## src/rtl/alu_issue_queue.sv

```systemverilog
// In-order issue queue between a command producer and an ALU.
// Buffers up to DEPTH commands, rejects opcode 15, and registers the issue port.
module alu_issue_queue #(
    parameter int DATA_WIDTH = 32,
    parameter int INST_WIDTH = 4,
    parameter int DEPTH      = 4,
    localparam int AW        = $clog2(DEPTH),
    localparam int CW        = AW + 1
) (
    input  logic                  i_clk,
    input  logic                  i_rst_n,
    input  logic                  i_cmd_valid,
    output logic                  o_cmd_ready,
    input  logic [DATA_WIDTH-1:0] i_cmd_a,
    input  logic [DATA_WIDTH-1:0] i_cmd_b,
    input  logic [INST_WIDTH-1:0] i_cmd_inst,
    input  logic                  i_issue_en,
    input  logic                  i_flush,
    output logic [DATA_WIDTH-1:0] o_data_a,
    output logic [DATA_WIDTH-1:0] o_data_b,
    output logic [INST_WIDTH-1:0] o_inst,
    output logic                  o_valid,
    output logic [CW-1:0]         o_count,
    output logic                  o_illegal,
    output logic [7:0]            o_illegal_cnt
);

    typedef struct packed {
        logic [DATA_WIDTH-1:0] a;
        logic [DATA_WIDTH-1:0] b;
        logic [INST_WIDTH-1:0] inst;
    } entry_t;

    localparam logic [CW-1:0]         FULL    = CW'(DEPTH);
    localparam logic [INST_WIDTH-1:0] ILLEGAL = INST_WIDTH'(15);

    entry_t        mem [DEPTH];
    logic [AW-1:0] head;
    logic [AW-1:0] tail;
    logic          handshake;
    logic          illegal;
    logic          store;
    logic          pop;
    entry_t        head_entry;

    // Ready depends only on registered occupancy, never on this cycle's pop.
    assign o_cmd_ready = (o_count != FULL);
    assign handshake   = i_cmd_valid & o_cmd_ready;
    assign illegal     = handshake & (i_cmd_inst == ILLEGAL);
    assign store       = handshake & ~illegal & ~i_flush;
    // Pre-edge count gates the pop, so a same-edge push can never bypass.
    assign pop         = i_issue_en & (o_count != '0) & ~i_flush;
    assign head_entry  = mem[head];

    // Storage is not reset; head/tail/count define which slots are live.
    always_ff @(posedge i_clk) begin
        if (store) begin
            mem[tail] <= '{a: i_cmd_a, b: i_cmd_b, inst: i_cmd_inst};
        end
    end

    always_ff @(posedge i_clk or negedge i_rst_n) begin
        if (!i_rst_n) begin
            head    <= '0;
            tail    <= '0;
            o_count <= '0;
        end else if (i_flush) begin
            head    <= '0;
            tail    <= '0;
            o_count <= '0;
        end else begin
            if (store) tail <= tail + AW'(1);
            if (pop)   head <= head + AW'(1);
            case ({store, pop})
                2'b10:   o_count <= o_count + CW'(1);
                2'b01:   o_count <= o_count - CW'(1);
                default: o_count <= o_count;
            endcase
        end
    end

    always_ff @(posedge i_clk or negedge i_rst_n) begin
        if (!i_rst_n) begin
            o_data_a <= '0;
            o_data_b <= '0;
            o_inst   <= '0;
            o_valid  <= 1'b0;
        end else if (pop) begin
            o_data_a <= head_entry.a;
            o_data_b <= head_entry.b;
            o_inst   <= head_entry.inst;
            o_valid  <= 1'b1;
        end else begin
            o_data_a <= '0;
            o_data_b <= '0;
            o_inst   <= '0;
            o_valid  <= 1'b0;
        end
    end

    // Rejection bookkeeping is independent of flush.
    always_ff @(posedge i_clk or negedge i_rst_n) begin
        if (!i_rst_n) begin
            o_illegal     <= 1'b0;
            o_illegal_cnt <= '0;
        end else begin
            o_illegal <= illegal;
            if (illegal && o_illegal_cnt != 8'hFF) o_illegal_cnt <= o_illegal_cnt + 8'd1;
        end
    end

endmodule

```

## config.mk

```make
export PLATFORM = sky130hd
export DESIGN_NAME = alu_issue_queue
export DESIGN_NICKNAME = d
export VERILOG_FILES = /design/src/rtl/alu_issue_queue.sv
export SDC_FILE = /design/constraint.sdc
export NUM_CORES = 1
export LEC_CHECK = 0
export ABC_CLOCK_PERIOD_IN_PS = 3990
export BUFFER_PORTS_ARGS = -buffer_cell sky130_fd_sc_hd__buf_2
export CAP_MARGIN = 20
export CORE_MARGIN = 4
export CORE_UTILIZATION = 46
export DETAILED_ROUTE_END_ITERATION = 12
export PLACE_DENSITY = 0.77
export SLEW_MARGIN = 20
export SYNTH_ARGS = -nofsm -noshare
export SYNTH_HDL_FRONTEND = slang
export SYNTH_SLANG_ARGS = --single-unit
```

## constraint.sdc

```tcl
create_clock -name i_clk -period 3.99 [get_ports i_clk]
set_input_delay 0.798 -clock i_clk [delete_from_list [all_inputs] [get_ports i_clk]]
set_output_delay 0.798 -clock i_clk [all_outputs]
set_load 0.01 [all_outputs]
```

==> impl_metrics.json, run 1 <==
{
  "grtUsageTotal_pct": 15.93,
  "yosys_warnings": 0,
  "h-tree-depth": 2,
  "overflow": 0,
  "routedWlPerCell_um": 20.72,
  "finalCriticalPeriod_ns": 2.517,
  "grt_max_degree": 70,
  "numCtsBuffers": 38,
  "io_buffer_count": 154,
  "final_hold_viol_count": 0,
  "drive_gt1_share_pct": 38.43,
  "post-route-period-util_pct": 63.09,
  "viasPerCell": 5.150,
  "vias": 6093,
  "cts_hold_buf": 0,
  "ir_worst_vdd_mv": 0.3509,
  "report.final.slew_viol_count": 0,
  "fin_skew_ns": 0.01288,
  "avgSynthCellArea_um2": 21.78,
  "synth_seq_cells": 357,
  "final_core_util_pct": 56.28,
  "status": "finished, final reports clean",
  "maxCapViolations": 0,
  "start_util_pct": 46.62,
  "io_pins": 155,
  "cp_slowest_stage_delay_ns": 0.61,
  "setup_viol": 0,
  "fin_cells": 1183,
  "rsz0062_at_grt": "no",
  "crit_path_end_kind": "flop",
  "critical_path_class": "flop to flop",
  "antenna_found_initial": 2,
  "grt_pass1_wl_mm": 38.03,
  "nets": 853,
  "drtAntennaViolNets": 0,
  "clk_pin_slew_ns": 0.06,
  "drc": 0,
  "max_slew_margin_pct": 27.86,
  "cts_tree": "yes",
  "cts.path.max_buffers": 3,
  "max_freq_ghz": 0.3973,
  "final_cell_mix": "edfxtp_1, buf_2, dfrtp_1",
  "die_y_um": 175.6,
  "die_w_um": 175.6,
  "synth_seq_area_share_pct": 79.71,
  "finalWirelength_mm": 24.51,
  "cp_max_fo": 39,
  "ctsResizeCount": 0,
  "cpMaxStageDelayCell": "and2_4",
  "dr.pass1.iters": 5,
  "crit_path_start_kind": "flop",
  "syn_nets": 672,
  "die_area_mm2": 0.03082,
  "cp_data_required_time_ns": 4.18,
  "hold_path.class": "input pin to async pin",
  "path_cells": "nor3b_2 -> inv_1 -> nand3_1 -> nor2_1 -> and2_4 -> buf_4",
  "hold-worst-slack_ns": 0.3955,
  "cts_sinks": 357,
  "ys_types": 37,
  "finalSetupTns_ns": 0,
  "p_per_area_mw_per_mm2": 612.5,
  "core_mm2": 0.02771,
  "ys.flop_type": "edfxtp_1",
  "worst_pin_slew_ns": 1.082,
  "post-dp-hpwl_mm": 14.64,
  "gp_congestion": 0.7540,
  "clk_latency_ns": 0.51,
  "num_rows": 61,
  "drtIter0Drc": 436,
  "cts-root-buf": "clkbuf_16",
  "p_total_mw": 9.550,
  "synth_area_mm2": 0.01292,
  "post-cts-setup-buffers": 0,
  "ys_async_sr_fraction_pct": 23.81,
  "critPathArrivalTime_ns": 2.71,
  "grt_pass1_vias": 6501,
  "final_common_cell": "edfxtp_1",
  "leakage_nw": 5.888,
  "synth_cells": 593,
  "synth_edf_count": 272,
  "area_growth_pct": 20.72,
  "dp.cells": 1112
}
critical path, delay by kind of cell, from the launching register on:
kind	cells	cell delay (ns)
buffers and inverters	2	0.44
DFF	1	0.45
and+or+nand+nor	4	1.28
path summary, 6_finish.rpt:
kind | start | endpoint | slack, ns | cells after the start
min | i_rst_n | o_illegal_cnt[5]$_DFFE_PN0P_ | 0.40 | 1
max reg2reg | o_count[2]$_DFFE_PN0P_ | mem[0][12]$_DFFE_PP_ | 1.47 | 6
min reg2reg | o_illegal_cnt[5]$_DFFE_PN0P_ | o_illegal_cnt[5]$_DFFE_PN0P_ | 0.52 | 1
max in group asynchronous | i_rst_n | o_data_a[11]$_DFF_PN0_ | 2.71 | 2
min in group i_clk | i_cmd_b[20] | mem[3][24]$_DFFE_PP_ | 0.50 | 1
max | o_count[2]$_DFFE_PN0P_ | mem[0][12]$_DFFE_PP_ | 1.47 | 6
metrics by stage:
stage	worst slack [ns]	instance area [um2]
2_1_floorplan	0.7013	12920
3_3_place_gp	1.182	14230
3_5_place_dp	1.078	14230
4_1_cts	1.443	15590
5_1_grt	1.305	15590
6_report	1.473	15590
synth_stat cells (2+ instances only):
master | number | area, um2
dfrtp_1 | 85 | 2127
xnor2_1 | 2 | 17.52
xor2_1 | 6 | 52.55
nor3_1 | 4 | 20.02
edfxtp_1 | 272 | 8168
nor3b_1 | 4 | 30.03
mux2_1 | 2 | 22.52
inv_1 | 6 | 22.52
nor2_1 | 7 | 26.28
mux4_2 | 68 | 1531
and2_1 | 72 | 450.4
a21oi_1 | 2 | 10.01
nand4_1 | 2 | 12.51
nand2_1 | 6 | 22.52
clkbuf_1 | 15 | 56.30
o21ai_0 | 2 | 10.01
nor2_2 | 2 | 12.51
buf_2 | 10 | 50.05
nand3_1 | 4 | 20.02
ha_1 | 5 | 62.56
where the power goes:
group / internal [mW] / switching [mW]
combinational: 0.733 / 0.611
sequential: 4.29 / 0.236
clock: 2.33 / 1.36
kinds of logic after synthesis:
kind of cell | Yosys count | synth area share, %
flops | 357 | 79.71
simple gates | 109 | 5.260
mux | 70 | 12.03
buf+inv | 31 | 0.9977
compound gates | 11 | 0.6491
xor+xnor | 9 | 0.7169
fa+ha+maj | 6 | 0.6394
final cells by class:
| type | count | area (um2) |
|---|---|---|
| Sequential cell | 357 | 10300 |
| Tap cell | 378 | 473.0 |
| Inverter | 6 | 22.52 |
| Antenna cell | 1 | 2.502 |
| Clock inverter | 17 | 217.7 |
| Fill cell | 2077 | 12110 |
| Multi-Input combinational cell | 205 | 2507 |
| Timing Repair Buffer | 166 | 925.9 |
| Clock buffer | 53 | 1141 |
state kept, by name, summed over array words and instances (netlist names):
| signal | count |
|---|---|
| o_data_b | 32 |
| o_count | 3 |
| o_illegal | 1 |
| tail | 2 |
| o_valid | 1 |
| head | 2 |
| o_data_a | 32 |
| o_inst | 4 |
| mem | 272 |
| o_illegal_cnt | 8 |
per-layer routing:
metal / routed length (um) / track usage, %
met1: 10560 / 22.21
met2: 12140 / 25.94
met3: 1380 / 3.745
met4: 416 / 3.834
met5: 14 / 0
Note: power is estimated with default switching activity, not from simulation.
==> inputs of run 2 (changes only) <==
ABC_CLOCK_PERIOD_IN_PS = 2400   (was 3990)
clock period = 2.4 ns   (was 3.99 ns; I/O delays follow)
==> impl_metrics.json, run 2 (synthesized netlist as in run 1, its figures left out) <==
{
  "finalCriticalPeriod_ns": 2.215,
  "status": "finished, final reports clean",
  "grt_pass1_vias": 6493,
  "clk_pin_slew_ns": 0.06,
  "final_cell_mix": "edfxtp_1, buf_2, dfrtp_1",
  "path_cells": "nor3b_2 -> inv_1 -> and3_4 -> nor3_2 -> fa_1 -> nor3b_1 -> o21ai_0 -> o311ai_1",
  "rsz0062_at_grt": "no",
  "top_register": "mem",
  "report.final.slew_viol_count": 0,
  "drtAntennaViolNets": 0,
  "viasPerCell": 5.082,
  "clk_latency_ns": 0.50,
  "critPathArrivalTime_ns": 2.58,
  "antenna_found_initial": 4,
  "cp_top_family": "simple AND/OR/NAND/NOR gates",
  "critical_path_buf_inv_count": 1,
  "overflow": 0,
  "cts.path.max_buffers": 3,
  "drive_gt1_share_pct": 39.31,
  "top_regs": "mem: 272 flops, o_data_a: 32 flops, o_data_b: 32 flops",
  "crit_path_start_kind": "flop",
  "fillers": 2071,
  "area_growth_pct": 21.16,
  "dr.pass1.iters": 5,
  "fin_skew_ns": 0.007000,
  "worstRegToRegCells": 8,
  "cts_sinks": 357,
  "critical_path_class": "flop to flop",
  "multi_input_area_mm2": 0.002525,
  "cts_hold_buf": 0,
  "grt_pass1_wl_mm": 37.66,
  "vias": 6063,
  "io_buffer_count": 154,
  "rr_endpoint": "o_count[1]$_DFFE_PN0P_",
  "finalSetupTns_ns": 0,
  "reg2reg_from": "o_count[0]$_DFFE_PN0P_",
  "cts-root-buf": "clkbuf_16",
  "cp_max_fo": 6,
  "ir_worst_vdd_mv": 0.6545,
  "final_hold_viol_count": 0,
  "max_freq_ghz": 0.4515,
  "r2r_setup_slack_ns": 0.18,
  "start_util_pct": 46.62,
  "combPwrFrac_pct": 16.5,
  "post-dp-hpwl_mm": 15.21,
  "die_w_um": 175.6,
  "h-tree-depth": 2,
  "worst_pin_slew_ns": 0.7599,
  "grt_max_degree": 43,
  "drc": 0,
  "num_rows": 61,
  "cp_data_required_time_ns": 2.77,
  "p_clk_share_pct": 35.4,
  "grtUsageTotal_pct": 15.83,
  "routedWlPerCell_um": 20.11,
  "regArea_mm2": 0.01030,
  "finalWirelength_mm": 23.99,
  "hold_path.class": "input pin to async pin",
  "die_y_um": 175.6,
  "dp_slack_ns": 0.09922,
  "p_int_mw": 11.76,
  "cts_tree": "yes",
  "final_common_cell": "edfxtp_1",
  "maxCapViolations": 0,
  "p_seq_share_pct": 48.1,
  "crit_path_end_kind": "flop",
  "die_area_mm2": 0.03082,
  "cpMaxStageDelayCell": "fa_1",
  "io_pins": 155,
  "p_sw_share_pct": 23.17,
  "p_per_area_mw_per_mm2": 978.0,
  "setup_viol": 0,
  "cp_slowest_stage_delay_ns": 0.46,
  "finalWorstSetupSlack_ns": 0.1850,
  "max_slew_margin_pct": 49.22,
  "gp_congestion": 0.7666,
  "numCtsBuffers": 36,
  "largest_reg_flops": 272,
  "switching_power_mw": 3.546,
  "nets": 867,
  "leakage_nw": 5.913,
  "core_mm2": 0.02771,
  "post-route-period-util_pct": 92.29,
  "drtIter0Drc": 394
}
run 2: cell count changes in the layout (fill, tap and decap cells not counted), moves of 2 or more:
cell,before,now
buf_12,5,14
buf_4,8,15
clkbuf_1,5,9
clkbuf_16,41,37
clkinv_1,6,2
clkinv_2,2,6
clkbuf_8,7,4
bufinv_16,5,3
clkinv_4,3,1
run 2: worst max-delay path by stage:
stage	from	end	slack, ns	cells past startpoint
2_1_floorplan	o_count[2]$_DFFE_PN0P_	mem[0][0]$_DFFE_PP_	0.02	5
3_3_place_gp	o_count[0]$_DFFE_PN0P_	o_count[1]$_DFFE_PN0P_	0.18	8
3_5_place_dp	o_count[0]$_DFFE_PN0P_	o_count[1]$_DFFE_PN0P_	0.1	8
4_1_cts	o_count[0]$_DFFE_PN0P_	o_count[1]$_DFFE_PN0P_	0.09	8
5_1_grt	o_count[0]$_DFFE_PN0P_	o_count[1]$_DFFE_PN0P_	0.005	8
6_report	o_count[0]$_DFFE_PN0P_	o_count[1]$_DFFE_PN0P_	0.18	8
run 2: worst reg2reg max path, delay by kind of cell (launching register included):
| kind | cells | cell delay [ns] |
|---|---|---|
| compound gates | 2 | 0.27 |
| fa+ha+maj | 1 | 0.46 |
| buf+inv | 1 | 0.12 |
| flops | 1 | 0.45 |
| simple gates | 4 | 0.79 |
run 2: metrics by stage:
step	total power, mW	cell area (um2)	hold WS [ns]	util [%]	cells
after floorplan	9.086	12920	0.1844	-	593
after global placement	10.01	14460	0.5039	52.21	1128
after detailed placement	10.06	14460	0.5110	52.21	1128
after CTS	15.50	15630	0.009420	56.41	1192
after global routing	16.03	15650	0.03883	56.47	1192
final	15.31	15650	0.008914	56.48	1193
run 2: repair_timing:
| item | 4_1_cts | 5_1_grt |
|---|---|---|
| endpoints found under the setup margin | 0 | 2 |
| gates resized for setup | 0 | 3 |
| buffers inserted | 0 | 0 |
run 2: final cells by class:
class	count	area share, %
flip-flops and latches	357	65.84
multi-input cells	205	16.13
repair buffers	182	7.404
clock buffers	51	6.532
well taps	378	3.022
clock inverters	13	0.9115
inverters	6	0.1439
diodes	1	0.01599
run 2: layer usage:
metal | vias to the layer above | global-route usage [%] | part of all wire (%)
met5 | - | 0 | 0.19
met4 | 8 | 3.801 | 1.8
met3 | 48 | 3.853 | 6.8
met2 | 192 | 24.60 | 48
met1 | 3100 | 23.10 | 43
li1 | 2715 | - | -
run 2: power by group through the flow:
stage | combinational [mW] | sequential (mW) | clock [mW]
2_1_floorplan | 1.58 | 7.51 | 0
3_3_place_gp | 2.53 | 7.48 | 0
3_5_place_dp | 2.57 | 7.49 | 0
4_1_cts | 2.57 | 7.37 | 5.56
5_1_grt | 2.76 | 7.41 | 5.85
6_report | 2.52 | 7.36 | 5.42
==> inputs of run 3 (changes only) <==
ABC_AREA = 1   (was default)
==> impl_metrics.json, run 3 <==
{
  "status": "finished, final reports clean",
  "start_util_pct": 47.09,
  "critical_path_class": "flop to flop",
  "cts_sinks": 357,
  "drtIter0Drc": 678,
  "grt_max_degree": 86,
  "p_int_mw": 11.37,
  "ir_worst_vdd_mv": 0.5830,
  "fin_cells": 1560,
  "die_area_mm2": 0.03145,
  "post-cts-setup-buffers": 0,
  "hold-worst-slack_ns": 0.01964,
  "final_common_cell": "nor2_1",
  "p_per_area_mw_per_mm2": 993.2,
  "max_slew_margin_pct": 55.00,
  "post-dp-hpwl_mm": 16.90,
  "ys_async_sr_fraction_pct": 23.81,
  "p_sw_share_pct": 27.36,
  "rsz0062_at_grt": "no",
  "ys.flop_type": "edfxtp_1",
  "die_y_um": 177.3,
  "ctsResizeCount": 0,
  "vias": 8066,
  "clk_latency_ns": 0.53,
  "numCtsBuffers": 37,
  "clk_pin_slew_ns": 0.07,
  "combPwrFrac_pct": 16.9,
  "synth_top_cell_by_area": "edfxtp_1",
  "fillers": 2219,
  "routedWlPerCell_um": 18.03,
  "ys_types": 26,
  "io_buffer_count": 154,
  "synth_edf_count": 272,
  "crit_path_start_kind": "flop",
  "cp_max_fo": 6,
  "synth_cells": 987,
  "p_seq_share_pct": 47.4,
  "h-tree-depth": 2,
  "finalWirelength_mm": 28.13,
  "cts.path.max_buffers": 3,
  "synth_area_leaders": "edfxtp_1, dfrtp_1, nor2_1",
  "nets": 1232,
  "leakage_nw": 6.170,
  "synth_seq_cells": 357,
  "final_hold_viol_count": 0,
  "area_growth_pct": 19.46,
  "top_register": "mem",
  "drive_gt1_share_pct": 22.95,
  "io_pins": 155,
  "core_mm2": 0.02801,
  "maxCapViolations": 0,
  "gp_congestion": 0.8000,
  "overflow": 0,
  "synth_area_mm2": 0.01319,
  "dr.pass1.iters": 5,
  "cts-root-buf": "clkbuf_16",
  "viasPerCell": 5.171,
  "antenna_found_initial": 3,
  "drtAntennaViolNets": 0,
  "synth_seq_area_share_pct": 78.05,
  "top_regs": "mem: 272 flops, o_data_a: 32 flops, o_data_b: 32 flops",
  "grtUsageTotal_pct": 17.77,
  "synth_most_common_cell": "nor2_1",
  "cts_hold_buf": 0,
  "cpMaxStageDelayCell": "dfrtp_2",
  "p_clk_share_pct": 35.7,
  "die_w_um": 177.3,
  "ys_top_cells_by_count": "nor2_1, edfxtp_1, o21ai_0",
  "largest_reg_flops": 272,
  "post-route-period-util_pct": 85.67,
  "final_cell_mix": "nor2_1, edfxtp_1, buf_2",
  "num_rows": 61,
  "worst_pin_slew_ns": 0.6750,
  "setup_viol": 0,
  "placed_area_mm2": 0.01456,
  "cp_slowest_stage_delay_ns": 0.44,
  "fin_area_mm2": 0.01576,
  "path_cells": "nor2_2 -> nand2_2 -> nand2_4 -> nor2_8 -> nand2_1 -> inv_1 -> fa_1 -> xnor2_1 -> inv_1 -> nand2_1 -> nand2_1 -> nand3_1 -> nand2_1",
  "finalCriticalPeriod_ns": 2.056,
  "critPathArrivalTime_ns": 2.46,
  "finalSetupTns_ns": 0,
  "crit_path_end_kind": "flop",
  "grt_pass1_vias": 8295,
  "report.final.slew_viol_count": 0,
  "p_total_mw": 15.65,
  "cts_tree": "yes",
  "cp_data_required_time_ns": 2.80,
  "syn_nets": 1066,
  "yosys_warnings": 0,
  "synth_top_area_share_pct": 61.92,
  "switching_power_mw": 4.283,
  "avgSynthCellArea_um2": 13.36,
  "dp.cells": 1492,
  "max_freq_ghz": 0.4864,
  "hold_path.class": "input pin to async pin",
  "grt_pass1_wl_mm": 43.93,
  "drc": 0,
  "fin_skew_ns": 0.01687,
  "crit_top_cell": "nand2_1"
}
-- run 3: cell types whose count changed after synthesis, sizes merged, moves of 9 or more --
cell,before,now
a21oi,2,70
nor2,9,282
nand3,4,13
inv,6,19
nand2,6,34
buf,10,32
o21ai,2,143
mux4,68,0
and2,72,0
-- run 3: routing by layer --
metal,GRT usage (%),wire length [um],vias to the layer above
met5,0,32,-
met4,5.253,636,4
met3,3.792,1948,67
met2,30.40,13980,279
met1,23.08,11530,3944
li1,-,-,3772
-- run 3: final timing paths --
| path | start | endpoint | slack (ns) | cells after the start |
|---|---|---|---|---|
| worst min-delay path | i_rst_n | o_illegal_cnt[1]$_DFFE_PN0P_ | 0.02 | 2 |
| max in group asynchronous | i_rst_n | head[0]$_DFFE_PN0P_ | 1.80 | 2 |
| worst max register to register | o_count[1]$_DFFE_PN0P_ | o_count[2]$_DFFE_PN0P_ | 0.34 | 13 |
| min in group i_clk | i_cmd_b[30] | mem[1][34]$_DFFE_PP_ | 0.16 | 1 |
| worst min register to register | mem[3][6]$_DFFE_PP_ | o_data_b[2]$_DFF_PN0_ | 0.52 | 2 |
| worst max-delay path | o_count[1]$_DFFE_PN0P_ | o_count[2]$_DFFE_PN0P_ | 0.34 | 13 |
-- run 3: final cells by class --
cell class | instances | area (um2) | area share [%]
inverters | 19 | 78.83 | 0.5002
repair buffers | 179 | 1086 | 6.892
well taps | 378 | 473.0 | 3.001
clock inverters | 15 | 171.4 | 1.088
clock buffers | 52 | 1022 | 6.487
flip-flops and latches | 357 | 10300 | 65.39
multi-input cells | 559 | 2620 | 16.63
diodes | 1 | 2.502 | 0.01588
-- run 3: through the flow --
stage,utilization (%),setup WS (ns)
finish,56.26,0.3439
global route,56.26,0.1909
CTS,56.25,0.3414
detailed placement,51.99,0.1567
global placement,51.99,0.2403
floorplan,-,-0.1455
-- run 3: logic make-up after synthesis --
family / synth area share [%]
DFF: 78.05
and+or+nand+nor: 9.941
AOI/OAI and AO/OA: 8.423
buffers and inverters: 2.428
xor gates and xnor gates: 0.5312
adders and majority gates: 0.6261
-- run 3: worst max-delay path, delay by kind of cell, from the launching register on --
family	cells	cell delay, ns
and+or+nand+nor	9	0.78
DFF	1	0.44
adders and majority gates	1	0.37
xor gates and xnor gates	1	0.20
buffers and inverters	2	0.14
-- run 3: power groups by stage --
stage | Clock, mW | Combinational [mW] | Sequential (mW)
after floorplan | 0 | 1.56 | 7.63
after global placement | 0 | 2.59 | 7.52
after detailed placement | 0 | 2.66 | 7.54
after CTS | 5.68 | 2.68 | 7.42
after global routing | 5.94 | 2.96 | 7.46
final | 5.59 | 2.64 | 7.42
